==> src/rtl/rx_cmd_parser.sv <==
// Line-oriented command parser: turns "<letter> [hex digits] CR|LF" into cmd/arg with a handshake.
// Optional byte echo to the transmitter is built when RX_CMD_ECHO_EN is defined.
module rx_cmd_parser (
    input  logic        clk,
    input  logic        rst,
    input  logic [7:0]  d_rx,
    input  logic        vld_rx,
    output logic        rdy_rx,
    output logic [2:0]  cmd,
    output logic [31:0] arg,
    output logic        has_arg,
    output logic        cmd_vld,
    input  logic        cmd_rdy,
    output logic        err,
    output logic [7:0]  d_tx,
    output logic        vld_tx,
    input  logic        rdy_tx
);
    // state | meaning
    // IDLE  | waiting for a command letter; blanks and line ends ignored
    // ARG   | collecting hex digits until CR/LF
    // HOLD  | command presented on cmd_vld until cmd_rdy
    // ERR   | line rejected; discarding bytes until CR/LF
    typedef enum logic [1:0] {S_IDLE, S_ARG, S_HOLD, S_ERR} state_t;

    state_t      state, state_nxt;
    logic [2:0]  cmd_nxt;
    logic [31:0] arg_nxt;
    logic [3:0]  cnt, cnt_nxt;
    logic        has_arg_nxt;
    logic        err_nxt;
    logic        accept;
    logic        echo_block;
    logic        is_blank;
    logic        is_term;
    logic [2:0]  letter;
    logic        hex_ok;
    logic [3:0]  nibble;

    assign accept   = vld_rx && rdy_rx;
    assign is_term  = (d_rx == 8'h0D) || (d_rx == 8'h0A);
    assign is_blank = (d_rx == 8'h20);
    assign rdy_rx   = (state != S_HOLD) && !echo_block;
    assign cmd_vld  = (state == S_HOLD);

    // Letters differ from their lower case only in bit 5, so fold case first.
    always_comb begin
        letter = 3'd0;
        case (d_rx | 8'h20)
            8'h70:   letter = 3'd1;
            8'h72:   letter = 3'd2;
            8'h73:   letter = 3'd3;
            8'h62:   letter = 3'd4;
            8'h67:   letter = 3'd5;
            8'h64:   letter = 3'd6;
            8'h69:   letter = 3'd7;
            default: letter = 3'd0;
        endcase
    end

    always_comb begin
        hex_ok = 1'b0;
        nibble = 4'd0;
        if (d_rx >= 8'h30 && d_rx <= 8'h39) begin
            hex_ok = 1'b1;
            nibble = d_rx[3:0];
        end else if ((d_rx >= 8'h41 && d_rx <= 8'h46) || (d_rx >= 8'h61 && d_rx <= 8'h66)) begin
            hex_ok = 1'b1;
            nibble = d_rx[3:0] + 4'd9;
        end
    end

    always_comb begin
        state_nxt   = state;
        cmd_nxt     = cmd;
        arg_nxt     = arg;
        cnt_nxt     = cnt;
        has_arg_nxt = has_arg;
        err_nxt     = 1'b0;
        case (state)
            S_IDLE: begin
                if (accept && !is_blank && !is_term) begin
                    if (letter != 3'd0) begin
                        cmd_nxt   = letter;
                        arg_nxt   = 32'd0;
                        cnt_nxt   = 4'd0;
                        state_nxt = S_ARG;
                    end else begin
                        state_nxt = S_ERR;
                    end
                end
            end
            S_ARG: begin
                if (accept && !is_blank) begin
                    if (hex_ok) begin
                        if (cnt == 4'd8) begin
                            state_nxt = S_ERR;
                        end else begin
                            arg_nxt = {arg[27:0], nibble};
                            cnt_nxt = cnt + 4'd1;
                        end
                    end else if (is_term) begin
                        has_arg_nxt = (cnt != 4'd0);
                        state_nxt   = S_HOLD;
                    end else begin
                        state_nxt = S_ERR;
                    end
                end
            end
            S_HOLD: begin
                if (cmd_rdy) state_nxt = S_IDLE;
            end
            S_ERR: begin
                if (accept && is_term) begin
                    err_nxt   = 1'b1;
                    state_nxt = S_IDLE;
                end
            end
            default: state_nxt = S_IDLE;
        endcase
    end

    always_ff @(posedge clk) begin
        if (rst) begin
            state   <= S_IDLE;
            cmd     <= 3'd0;
            arg     <= 32'd0;
            cnt     <= 4'd0;
            has_arg <= 1'b0;
            err     <= 1'b0;
        end else begin
            state   <= state_nxt;
            cmd     <= cmd_nxt;
            arg     <= arg_nxt;
            cnt     <= cnt_nxt;
            has_arg <= has_arg_nxt;
            err     <= err_nxt;
        end
    end

`ifdef RX_CMD_ECHO_EN
    // One-entry echo buffer; a new byte may land on the same edge the old one drains.
    assign echo_block = vld_tx && !rdy_tx;

    always_ff @(posedge clk) begin
        if (rst) begin
            d_tx   <= 8'd0;
            vld_tx <= 1'b0;
        end else if (accept) begin
            d_tx   <= d_rx;
            vld_tx <= 1'b1;
        end else if (rdy_tx) begin
            vld_tx <= 1'b0;
        end
    end
`else
    logic unused_rdy_tx;
    assign unused_rdy_tx = rdy_tx;
    assign echo_block    = 1'b0;
    assign d_tx          = 8'd0;
    assign vld_tx        = 1'b0;
`endif

endmodule

==> config.mk <==
export PLATFORM = sky130hd
export DESIGN_NAME = rx_cmd_parser
export DESIGN_NICKNAME = d
export VERILOG_FILES = /design/src/rtl/rx_cmd_parser.sv
export SDC_FILE = /design/constraint.sdc
export NUM_CORES = 1
export LEC_CHECK = 0
export BUFFER_PORTS_ARGS = -buffer_cell sky130_fd_sc_hd__buf_2
export CAP_MARGIN = 20
export CORE_AREA = 2 2 86 88
export CTS_CLUSTER_DIAMETER = 50
export DETAILED_ROUTE_END_ITERATION = 10
export DIE_AREA = 0 0 88 90
export GPL_ROUTABILITY_DRIVEN = 0
export HOLD_SLACK_MARGIN = 0.15
export PLACE_DENSITY = 0.66
export SLEW_MARGIN = 20
export SYNTH_ARGS = -nofsm -noshare
export SYNTH_HDL_FRONTEND = slang
export SYNTH_SLANG_ARGS = --single-unit
==> constraint.sdc <==
create_clock -name clk -period 5.4 [get_ports clk]
set_clock_uncertainty 0.15 [all_clocks]
set_input_delay 0.27 -clock clk [delete_from_list [all_inputs] [get_ports clk]]
set_output_delay 0.27 -clock clk [all_outputs]
set_load 0.005 [all_outputs]
# Word-level counts from Yosys, hierarchy flattened
# Index checks and enable logic that the tools add are counted.
# classes
n_addsub	2
n_mul	0
div_mod_pow	0
order_cmp	6
n_eq_ne	23
n_shift	0
mux	27
bitwise_logic	2
n_reduce_logical	20
# op_table
cell	n
2-to-1 mux 32 bit	5
case mux 32 bit (2 select lines)	1
equality test 7 x 6 -> 1 bit, second input constant	7
2-to-1 mux 4 bit	7
case mux 3 bit (7 select lines)	1
equality test 8 x 4 -> 1 bit, second input constant	2
greater-or-equal comparator 8 x 7 -> 1 bit, second input constant	2
<= comparator 8 x 7 -> 1 bit, second input constant	2
2-to-1 mux 2 bit	7
!= test 2 bit, second input constant	7
equality test 8 x 6 -> 1 bit, second input constant	1
greater-or-equal comparator 8 x 6 -> 1 bit, second input constant	1
<= comparator 8 x 6 -> 1 bit, second input constant	1
case mux 2 bit (4 select lines)	1
case mux 4 bit (2 select lines)	1
logical AND 1 bit	7
AND reduction 6 bit	1
AND reduction 5 bit	1
adder 4 x 1 -> 4 bit, second input constant	1
adder 4 bit, second input constant	1
equality test 2 bit, second input constant	2
equality test 4 bit, second input constant	1
2-to-1 mux 1 bit	4
AND reduction 4 bit	1
12 further kinds	15
# word_totals
register_bits	43
latch_bits	0
ram_bits	0
mem_bits_ro	0
in_bits	13
out_inout_bits	48
mem_count	0

# Longest topological paths before layout
# logic_depth
word_depth	9
mapped_depth	9
depth_no_buf	7

# Worst setup path before layout
# OpenSTA, ideal clock, no wires.
# synth_path
kind	input port to flip-flop
from	in d_rx[1]
to	reg arg[2]
setup_time_ns	0.123
arrival_time_ns	1.757
slack_ns	3.370
path_stages	8
n_path_buf	1
path_cell_list	inv_1 -> ha_1 -> mux2_2 -> nand4_1 -> nand3_4 -> o22ai_2 -> buf_6 -> mux2_1
# synth_via
elab_chain_len	9
word_cells_on_any_way	41
# synth_lines
element	line	source
start, declared	6	input logic [7:0] d_rx,
greater-or-equal comparator 8 x 7 -> 1 bit or <= comparator 8 x 7 -> 1 bit (tied branches)	67	end else if ((d_rx >= 8'h41 && d_rx <= 8'h46) || (d_rx >= 8'h61 && d_rx <= 8'h66)) begin
logical AND 1 bit	67	
logical OR 1 bit	67	
2-to-1 mux 4 bit	67	
2-to-1 mux 4 bit	64	if (d_rx >= 8'h30 && d_rx <= 8'h39) begin
2-to-1 mux 32 bit	96	if (cnt == 4'd8) begin
2-to-1 mux 32 bit	95	if (hex_ok) begin
2-to-1 mux 32 bit	94	if (accept && !is_blank) begin
case mux 32 bit (2 select lines)	80	case (state)
end signal, assigned	134	arg <= arg_nxt;
end, declared	10	output logic [31:0] arg,
# Several ways; a longest one is shown, not always the timed one. The select of a mux whose other input is x is not followed.
# A chain may end at the register's enable or synchronous reset.

# Final worst setup path
# layout_path
from	in d_rx[1]
to	reg arg[16]
# layout_via
elab_chain_len	7
word_cells_on_any_way	34
# layout_lines
element	line
greater-or-equal comparator 8 x 7 -> 1 bit or <= comparator 8 x 7 -> 1 bit (tied branches)	67
logical AND 1 bit	67
logical OR 1 bit	67
2-to-1 mux 1 bit	67
2-to-1 mux 1 bit	64
!= test 2 bit (no source line)	--
AND reduction 6 bit (no source line) *	--
# Every way passes the cells marked *; elsewhere a longest branch is shown, timed or not.

==> results.json <==
{
  "drt_iter0_drc": 78,
  "power.leakage_nw": 1.03,
  "rsz0062_at_grt": "no",
  "synth_top_area_share": 0.363,
  "arrival_ns": 2.78,
  "n_antenna_cell": 0,
  "vias_per_cell": 4.84,
  "synth_area_leaders": "dfxtp_1, mux2i_1, nand3_1, nand2_1, ha_1",
  "finalSetupViolCount": 0,
  "die_y_um": 90,
  "synth-seq-area-share": 0.363,
  "hold_start": "rst",
  "cts.htree.levels": 2,
  "hold_end": "cmd[1]",
  "cp_slowest_cell": "o22ai_4",
  "port_buffers": 50,
  "crit_chain": "buf_2 -> inv_1 -> ha_1 -> mux2_2 -> nand4_1 -> nand3_4 -> o22ai_4 -> buf_4 -> mux2i_1",
  "cp_max_fo": 21,
  "antenna_found_initial": 0,
  "worst_slew_pin_slew_ns": 0.990,
  "synth-seq-cells": 43,
  "nFillCells": 743,
  "synthFlopType": "dfxtp_1",
  "post-cts-setup-buffers": 0,
  "crit_family": "compound AO/OA/AOI/OAI gates",
  "finalNetCount": 333,
  "area_delta_synth_final_pct": 15.2,
  "synthSimpleGateAreaFrac": 0.245,
  "seqPwrFrac": 0.538,
  "avgRoutedWirePerCell_um": 12.3,
  "whs_ns": 0.185,
  "power_frac_comb": 0.132,
  "dp_hpwl_mm": 3.53,
  "met2_usage": 0.203,
  "crit_required_ns": 5.47,
  "power.share.clock": 0.330,
  "cts_made_buffers": 5,
  "yosysTopAreaCell": "dfxtp_1",
  "clk_transition_reported_paths_ns": 0.08,
  "clk_latency_ns": 0.29,
  "grt.overflow.total": 0,
  "rows": 31,
  "grtUsageTotal": 0.131,
  "crit_path_start": "d_rx[1]",
  "crit_buf_inv": 3,
  "cts_root_buf": "clkbuf_8",
  "num_vias": 2003,
  "final-max-slew-violation-count": 0,
  "switching_power_mw": 0.163,
  "timing.fmax_mhz": 369,
  "first_pass_iters": 4,
  "synth-adder-area-share": 0.0316,
  "cts.sinks": 43,
  "postSynthAreaPerCell_um2": 8.76,
  "grt-busiest-layer": "met2",
  "synth_xor_area_frac": 0.00369,
  "path_class": "in2reg",
  "swShare": 0.272,
  "drive_above_1_share": 0.222,
  "timing.final.crit_period_ns": 2.71,
  "fp.dieW_um": 88,
  "grt_util_met1": 0.179,
  "grt_pass1_vias": 1815,
  "reg2reg_from": "cnt[0]",
  "final_core_util": 0.389,
  "grt_pass1_wl_mm": 8.51,
  "finalCritPeriodShare": 0.502,
  "die_area_um2": 7920,
  "synth_edf_count": 0,
  "placed_cell_area_um2": 2640,
  "reg2reg_to": "arg[16]",
  "crit_path_max_incr_delay_ns": 0.69,
  "clockBufferDepth": 2,
  "power_density_nw_per_um2": 219,
  "drc_errors": 0,
  "fp.coreArea_um2": 7020,
  "irDropWorstVdd_uv": 85.4,
  "hold_class": "in2reg",
  "status": "completed",
  "r2r_cells": 7,
  "intPower_mw": 0.436,
  "setup_tns_ns": 0,
  "synth_area_um2": 2370,
  "yosysWarnings": 0,
  "ff_latch_area_um2": 861,
  "cp-end-kind": "register",
  "postRouteWirelength_mm": 5.11,
  "cap_viol_max_count": 0,
  "initial_core_util": 0.338,
  "synth_compound_area_frac": 0.119,
  "multiInputGateArea_um2": 1360,
  "grt_use_met3": 0.0367,
  "ios": 61,
  "ant_nets": 0,
  "cts_tree": "built",
  "synth_mux_area_frac": 0.153,
  "startpoint_type": "input port",
  "synth_top_family_by_area": "simple AND/OR/NAND/NOR gates",
  "final_cell_mix": "buf_2, dfxtp_1, nand2_1",
  "grt_max_degree": 65,
  "final_common_cell": "buf_2",
  "final_area_um2": 2730,
  "hold_viol_final": 0,
  "maxSlewHeadroom": 0.339,
  "hold_path_depth": 2,
  "synth-async-reset-ratio": 0,
  "regToRegSetupSlack_ns": 2.84,
  "postSynthCellCount": 271,
  "ys_types": 53
}
[synth_stat cells (all sizes together), types with 3 or more instances]
cell type	count
inv	10
o21ai	5
buf	15
nand2b	5
o22ai	5
a21oi	7
nor2	9
or4	5
clkbuf	10
nor2b	4
nand2	41
mux2i	34
nor3	3
ha	6
dfxtp	43
nand3	33
[state kept, by name, summed over array words and instances, names as in the netlist]
| signal | count |
|---|---|
| cmd | 3 |
| state | 2 |
| arg | 32 |
| err | 1 |
| cnt | 4 |
| has_arg | 1 |
[power groups by stage]
stage               Sequential [mW]  Combinational [mW]  Clock [mW]
floorplan                     0.329              0.0626           0
global route                  0.323              0.0875       0.219
detailed placement            0.330              0.0786           0
CTS                           0.322              0.0797       0.205
global placement              0.330              0.0781           0
finish                        0.323              0.0792       0.198
[kinds of logic after synthesis]
family | count (synthesis)
other cells | 1
fa+ha+maj | 6
buf+inv | 35
mux | 36
compound gates | 35
xor+xnor | 1
simple gates | 114
flops | 43
[worst max path at each step]
stage / slack, ns / to / cells past startpoint
2_1_floorplan: 3.37 / arg[2] / 8
3_3_place_gp: 2.42 / arg[8] / 9
3_5_place_dp: 2.37 / arg[16] / 9
4_1_cts: 2.67 / arg[16] / 9
5_1_grt: 2.50 / arg[15] / 9
6_report: 2.69 / arg[16] / 9
[timing repair]
item,in CTS,in global routing
hold endpoints to repair,1,0
hold buffers,1,0
resized for setup,0,0
[metal layers]
layer	wire length [µm]	share of wire
met3	225	0.044
met1	2490	0.49
met5	0	0
met4	42	0.0082
met2	2350	0.46
[metrics by stage]
stage          setup slack, ns  instances  power (mW)
5_1_grt                   2.50        414       0.630
3_5_place_dp              2.37        405       0.409
3_3_place_gp              2.42        405       0.408
6_report                  2.69        414       0.599
2_1_floorplan             3.37        279       0.392
4_1_cts                   2.67        414       0.607
[layout make-up]
cell class | count | area share
clock inverter | 1 | 0.00183
multi-input combinational | 201 | 0.496
tap | 99 | 0.0453
inverter | 10 | 0.0137
timing repair buffer | 53 | 0.101
clock buffer | 7 | 0.0279
sequential | 43 | 0.315
Power figures use the tool's default switching activity.
